===== config.mk =====
export PLATFORM = sky130hd
export DESIGN_NAME = instr_fetch_unit
export DESIGN_NICKNAME = d
export VERILOG_FILES = /design/src/rtl/instr_fetch_unit.sv
export SDC_FILE = /design/constraint.sdc
export NUM_CORES = 1
export LEC_CHECK = 0
export CAP_MARGIN = 0
export CORE_MARGIN = 5
export CORE_UTILIZATION = 43
export DETAILED_ROUTE_END_ITERATION = 10
export GPL_TIMING_DRIVEN = 0
export PLACE_DENSITY = 0.65
export SYNTH_ARGS = -nofsm -noshare
export SYNTH_HDL_FRONTEND = slang
export SYNTH_SLANG_ARGS = --single-unit
export TNS_END_PERCENT = 10

===== constraint.sdc =====
create_clock -name clk -period 16.6 [get_ports clk]
set_input_delay 1.66 -clock clk [delete_from_list [all_inputs] [get_ports clk]]
set_output_delay 1.66 -clock clk [all_outputs]
set_load 0.01 [all_outputs]

===== src/rtl/instr_fetch_unit.sv =====
// rtl/instr_fetch_unit.sv - instruction fetch front end with PC, imem handshake and prefetch FIFO
module instr_fetch_unit #(
    parameter int          DEPTH    = 4,
    parameter logic [31:0] RESET_PC = 32'h0000_0000
) (
    input  logic        clk,
    input  logic        rst,
    output logic        imem_req,
    output logic [31:0] imem_addr,
    input  logic        imem_ack,
    input  logic [31:0] imem_rdata,
    input  logic        redirect_valid,
    input  logic [31:0] redirect_pc,
    output logic        instr_valid,
    input  logic        instr_ready,
    output logic [31:0] instruction,
    output logic [31:0] instr_pc
);

    localparam int AW = $clog2(DEPTH);
    localparam logic [AW:0]   CNT_FULL = (AW+1)'(DEPTH);
    localparam logic [AW:0]   CNT_ONE  = (AW+1)'(1);
    localparam logic [AW-1:0] PTR_ONE  = AW'(1);

    typedef enum logic [1:0] {IDLE, BUSY, DRAIN} state_t;

    state_t        state, state_n;
    logic [31:0]   pc, pc_n;
    logic [31:0]   mem_data [DEPTH];
    logic [31:0]   mem_pc   [DEPTH];
    logic [AW-1:0] rd_ptr, wr_ptr;
    logic [AW:0]   cnt, cnt_n;
    logic          push, pop, flush, hold_addr;

    assign instr_valid = (cnt != '0);
    assign instruction = mem_data[rd_ptr];
    assign instr_pc    = mem_pc[rd_ptr];

    // Next-state, next-PC and FIFO occupancy after this edge's push/pop/flush
    always_comb begin
        push      = (state == BUSY) && imem_ack && !redirect_valid;
        pop       = instr_valid && instr_ready;
        flush     = redirect_valid;
        cnt_n     = cnt;
        pc_n      = pc;
        state_n   = state;
        hold_addr = 1'b0;

        if (flush) begin
            cnt_n = '0;
        end else if (push && !pop) begin
            cnt_n = cnt + CNT_ONE;
        end else if (!push && pop) begin
            cnt_n = cnt - CNT_ONE;
        end

        // Word alignment is forced; the low redirect bits carry no meaning here.
        if (redirect_valid) begin
            pc_n = {redirect_pc[31:2], 2'b00};
        end else if (push) begin
            pc_n = pc + 32'd4;
        end

        case (state)
            IDLE: begin
                if (redirect_valid || (cnt_n < CNT_FULL)) state_n = BUSY;
            end
            BUSY: begin
                if (redirect_valid) begin
                    // Without the ack in hand the old request must still be retired.
                    state_n   = imem_ack ? BUSY : DRAIN;
                    hold_addr = !imem_ack;
                end else if (imem_ack) begin
                    state_n = (cnt_n < CNT_FULL) ? BUSY : IDLE;
                end
            end
            DRAIN: begin
                state_n   = imem_ack ? BUSY : DRAIN;
                hold_addr = !imem_ack;
            end
            default: state_n = IDLE;
        endcase
    end

    // Fetch FSM with registered bus outputs; address frozen while draining a stale request
    always_ff @(posedge clk or posedge rst) begin
        if (rst) begin
            state     <= IDLE;
            pc        <= RESET_PC;
            imem_req  <= 1'b0;
            imem_addr <= RESET_PC;
        end else begin
            state    <= state_n;
            pc       <= pc_n;
            imem_req <= (state_n != IDLE);
            if (!hold_addr) imem_addr <= pc_n;
        end
    end

    // Prefetch FIFO storage and pointers; flush wins over any push on the same edge
    always_ff @(posedge clk or posedge rst) begin
        if (rst) begin
            rd_ptr <= '0;
            wr_ptr <= '0;
            cnt    <= '0;
            for (int i = 0; i < DEPTH; i++) begin
                mem_data[i] <= '0;
                mem_pc[i]   <= '0;
            end
        end else begin
            cnt <= cnt_n;
            if (flush) begin
                rd_ptr <= '0;
                wr_ptr <= '0;
            end else begin
                if (push) begin
                    mem_data[wr_ptr] <= imem_rdata;
                    mem_pc[wr_ptr]   <= pc;
                    wr_ptr           <= wr_ptr + PTR_ONE;
                end
                if (pop) rd_ptr <= rd_ptr + PTR_ONE;
            end
        end
    end

endmodule


# ---- After elaboration in Yosys (flattened, before gate mapping)
# Cells that the tools add are included.
dict set report word_totals {
  ff_bits 330
  inputBits 69
  output_inout_bits 98
  elab_cells 73
}
dict set report classes {
  addsub 5
  n_lt_le_gt_ge 4
  eq_ne 2
  muxes 27
  bitwise_logic 3
  reduce_logical 17
}
# operator count
set op_table {}
lappend op_table {{$bwmux 128} 2}
lappend op_table {{$mux 32} 7}
lappend op_table {{$bmux 32 s2} 2}
lappend op_table {{$demux 32 s2} 1}
lappend op_table {{$add 32x3->32 const B} 1}
lappend op_table {{$mux 2} 8}
lappend op_table {{$mux 3} 3}
lappend op_table {{$ge 3x3->1 const B} 2}
lappend op_table {{$logic_and 1x1->1} 6}
lappend op_table {{$not 2->3} 2}
lappend op_table {{$pmux 2 s3} 1}
lappend op_table {{$reduce_bool 2->1} 3}
lappend op_table {{$add 2x1->2 const B} 2}
lappend op_table {{$logic_not 1->1} 4}
lappend op_table {{$add 3x1->3 const B} 1}
lappend op_table {{$lt 3x1->1 const B} 1}
lappend op_table {{$lt 3x3->1 const B} 1}
lappend op_table {{$reduce_bool 3->1} 1}
lappend op_table {{$sub 3x1->3 const B} 1}
lappend op_table {{$eq 2x1->1 const B} 1}
lappend op_table {{$eq 2x2->1 const B} 1}
lappend op_table {{$logic_not 2->1} 1}
lappend op_table {{$mux 1} 2}
lappend op_table {{$pmux 1 s2} 1}
lappend op_table {{3 further kinds} 3}

# ---- Longest topological paths before layout
dict set report depth {
  depth_word 14
  depth_mapped 9
  depth_no_buf 7
}

# ---- Worst setup path before layout
# OpenSTA, ideal clock, no wires.
dict set report synth_timing {
  path_type {register to output}
  from {register rd_ptr[1]}
  to {output instr_pc[0]}
  t_arrival_ps 1936
  t_required_ps 14940
  slack_ps 13004
  path_stages_with_launch 5
  n_path_buf 3
  path_cell_list {dfrtp_1 > clkbuf_1 > clkbuf_1 > buf_1 > mux4_2}
}
dict set report synth_via {
  elab_chain_cells 4
}
# item line
set synth_rtl {}
lappend synth_rtl {{from (decl)} 31} ;# logic [AW-1:0] rd_ptr, wr_ptr;
lappend synth_rtl {{from (signal assigned)} 121} ;# if (pop) rd_ptr <= rd_ptr + PTR_ONE;
lappend synth_rtl {{$not 2->3 (not written as such)} 37} ;# assign instr_pc = mem_pc[rd_ptr];
lappend synth_rtl {{$bmux 32 s2} 37}
lappend synth_rtl {{$mux 32 (not written as such) (2 in series)} 37}
lappend synth_rtl {{to (decl)} 17} ;# output logic [31:0] instr_pc
# No other way between the ends. The select of a mux whose other input is x is not followed.

# ---- Worst setup path in the final report
dict set report layout_timing {
  from {register rd_ptr[1]}
  to {output instr_pc[2]}
}
# The elaborated chain is that of the path after synthesis.

==> run summary <==
status -> completed
# hold bufs at CTS -> 0
top cells by instance count after synthesis -> 330 x dfrtp_1, 268 x mux2_2, 64 x mux4_2
headroom to the max-slew limit -> 20.8%
YS warnings -> 0
Yosys top cell area share -> 55.8%
Tot GR Track Use -> 18.8%
clk sinks -> 330
# DRC -> 0
gr ovfl total -> 0
RePlAce Congestion -> 0.826
Hold WC Path Type -> flip-flop to flip-flop
EDFF count, synth -> 0
Slew @ Worst Pin -> 1.18 ns
most frequent cell after synthesis -> dfrtp_1
Worst Path Buf+Inv -> 4
CP required -> 14.94 ns
setup_tns -> 0 ns
RSZ-0062 raised after global routing -> no
first drt pass iteration count -> 5
DR vias -> 9,255
Root Buffer -> clkbuf_16
syn_area_per_cell -> 14.3 µm²
Peak VDD IR -> 0.0866 mV
Period minus WS final -> 5.36 ns
P per Cell Area -> 168 nW/µm²
ys async rst share -> 100%
CTS tree -> yes
vias in the first global route -> 9,838
most used cell along the critical path -> clkbuf_1
main area contributors after synthesis -> dfrtp_1 56%, mux2_2 20%, mux4_2 9.7%
vias per cell -> 5.39
Initial Util -> 43.2%
Detail Route met2 WL -> 16,600 µm
Fmax -> 0.187 GHz
Critical Path Max Stage Delay -> 0.68 ns
Arr. time, crit path -> 3.70 ns
Synth Register Bits -> 330
TritonCTS Buffers -> 37
top routing layer used -> met5
layout cells sized above 1 -> 31.9%
final design utilization -> 53.1%
I/O pin count -> 167
synthesized cell area -> 14,800 µm²
crit path cell chain -> clkbuf_1, clkbuf_1, buf_1, mux4_2, clkdlybuf4s50_1
largest area contributor in the netlist -> dfrtp_1
Post-DP HPWL -> 24,800 µm
post-synth cell types -> 50
syn_nets -> 1,115
Hold Vio Cnt, Final -> 0
die area -> 38,200 µm²
core area -> 34,300 µm²
Final ANT Viol Nets -> 0
routed len/inst -> 20.6 µm
MaxCap Viol Count -> 0
Cell Rows -> 68
Clock Path Buffers -> 3
Crit Path Category -> flip-flop to output port
Worst-path clk slew -> 0.06 ns
Area Overhead vs Synth -> 23.1%
Layout Nets -> 1,321
post-synthesis cell count -> 1,034
Clock Skew -> 0.0196 ns
Final Cycle Share -> 32.3%
DRT Wirelength -> 35,300 µm
crit path max-delay cell type -> clkbuf_1
fin. max-slew vios -> 0
ys flop type -> dfrtp_1
detailed router's first-iteration violation count -> 406
M1 WL -> 16,400 µm
largest net degree at the start of global routing -> 102
startpoint types -> flip-flop
post_cts resized -> 0
critical path's top delay family -> buffers and inverters
register area share after synthesis -> 55.8%
CTS H-tree lvls -> 2
# Post-CTS Setup Buffers -> 0
Worst-Skew Late Latency -> 0.51 ns
DIE WIDTH -> 196 µm
WL met3 -> 1670 µm
crit path max fanout -> 10
LEAKAGE -> 7.97 nW
Crit. End Element -> output port
Final setup violation count -> 0
first-pass GRT wire length -> 57,500 µm
IO buf count -> 164
initial antenna violation count -> 1
die height -> 196 µm
## cell families (layout without fill, tap and decap cells)
group / Yosys count / count (layout) / share of synthesized area, %
buffers and inverters: 91 / 318 / 2.44
adder cells (fa/ha/maj): 12 / 12 / 1.01
multiplexers: 334 / 334 / 30.3
AO/OA/AOI/OAI: 66 / 66 / 2.91
XOR/XNOR: 26 / 26 / 1.54
AND/OR/NAND/NOR: 175 / 175 / 6.06
flip-flops: 330 / 330 / 55.8
other: 0 / 1 / 0
## layout make-up
type	count	area [µm²]
antenna	1	2.50
buffer	80	320
clock buffer	51	1040
clock inverter	9	76.3
fill	2881	16100
inverter	11	48.8
multi-input combinational	613	6180
sequential	330	8260
tap	455	569
timing repair buffer	167	1720
## worst register-to-register path, delay by kind of cell (launching register included)
family	cells	cell delay, ns
buffers and inverters	4	1.54
and+or+nand+nor	2	0.42
muxes	1	0.42
DFF	1	0.39
adders and majority gates	1	0.19
## per-stage QoR
step | setup slack, ns | power, W | hold slack [ns] | std cells | cell area [µm²]
CTS | 11.07 | 0.00311 | 0.482 | 1716 | 18200
floorplan | 5.80 | 0.00186 | 0.445 | 1034 | 14800
global placement | 1.75 | 0.00230 | 0.457 | 1653 | 17000
global route | 10.95 | 0.00325 | 0.505 | 1716 | 18200
detailed placement | 11.63 | 0.00233 | 0.468 | 1656 | 17100
finish | 11.24 | 0.00306 | 0.480 | 1717 | 18200
## sequential cells by signal (all words and copies together), names as in the netlist
name       flops
mem_data     128
wr_ptr         2
state          2
mem_pc       128
rd_ptr         2
imem_addr     32
pc            32
cnt            3
imem_req       1
## power by group
| group | internal (W) | total [W] | leakage (nW) | switching (W) |
|---|---|---|---|---|
| Sequential | 0.00108 | 0.00121 | 4.25 | 0.000135 |
| Combinational | 0.000648 | 0.00108 | 3.17 | 0.000436 |
| Clock | 0.000450 | 0.000764 | 0.551 | 0.000314 |
| Total | 0.00218 | 0.00306 | 7.97 | 0.000885 |
## routing by layer
layer | GRT usage (%) | vias to the layer above
li1 | - | 4197
met3 | 3.54 | 49
met2 | 30.0 | 230
met1 | 27.0 | 4777
met5 | 0 | -
met4 | 4.14 | 2
## layout by cell type, fill, tap and decap left out, types with 4 or more instances in the layout
cell             count
ha_1                12
a221o_1              6
dfrtp_1            330
nand2_1             56
buf_1                7
xor2_1              13
nand3_1             17
and4_1               9
clkbuf_8             6
xnor2_1             13
buf_2                7
or3_1                4
clkdlybuf4s50_1    164
mux2_2             268
mux4_2              64
nor2_1              34
clkinv_2             6
nor4_1               8
inv_1                9
nand4_1             10
a211oi_1             7
o21ai_0             30
and3_1               6
nand3b_1             4
clkbuf_1            70
nor3_1              11
a21oi_1              6
clkbuf_16           37
## path summary, 6_finish.rpt
kind                       depth (start not counted)            end  slack, ns   startpoint
min in group asynchronous                          2  mem_data[114]       1.58          rst
setup / recovery                                   5    instr_pc[2]      11.24    rd_ptr[1]
max in group asynchronous                          4  imem_addr[22]      13.73          rst
hold / removal                                     2    mem_pc[112]       0.48  mem_pc[112]
hold reg to reg                                    2    mem_pc[112]       0.48  mem_pc[112]
setup reg to reg                                   8   mem_data[70]      13.52     state[1]
No activity file was read; power rests on OpenSTA's default activity.
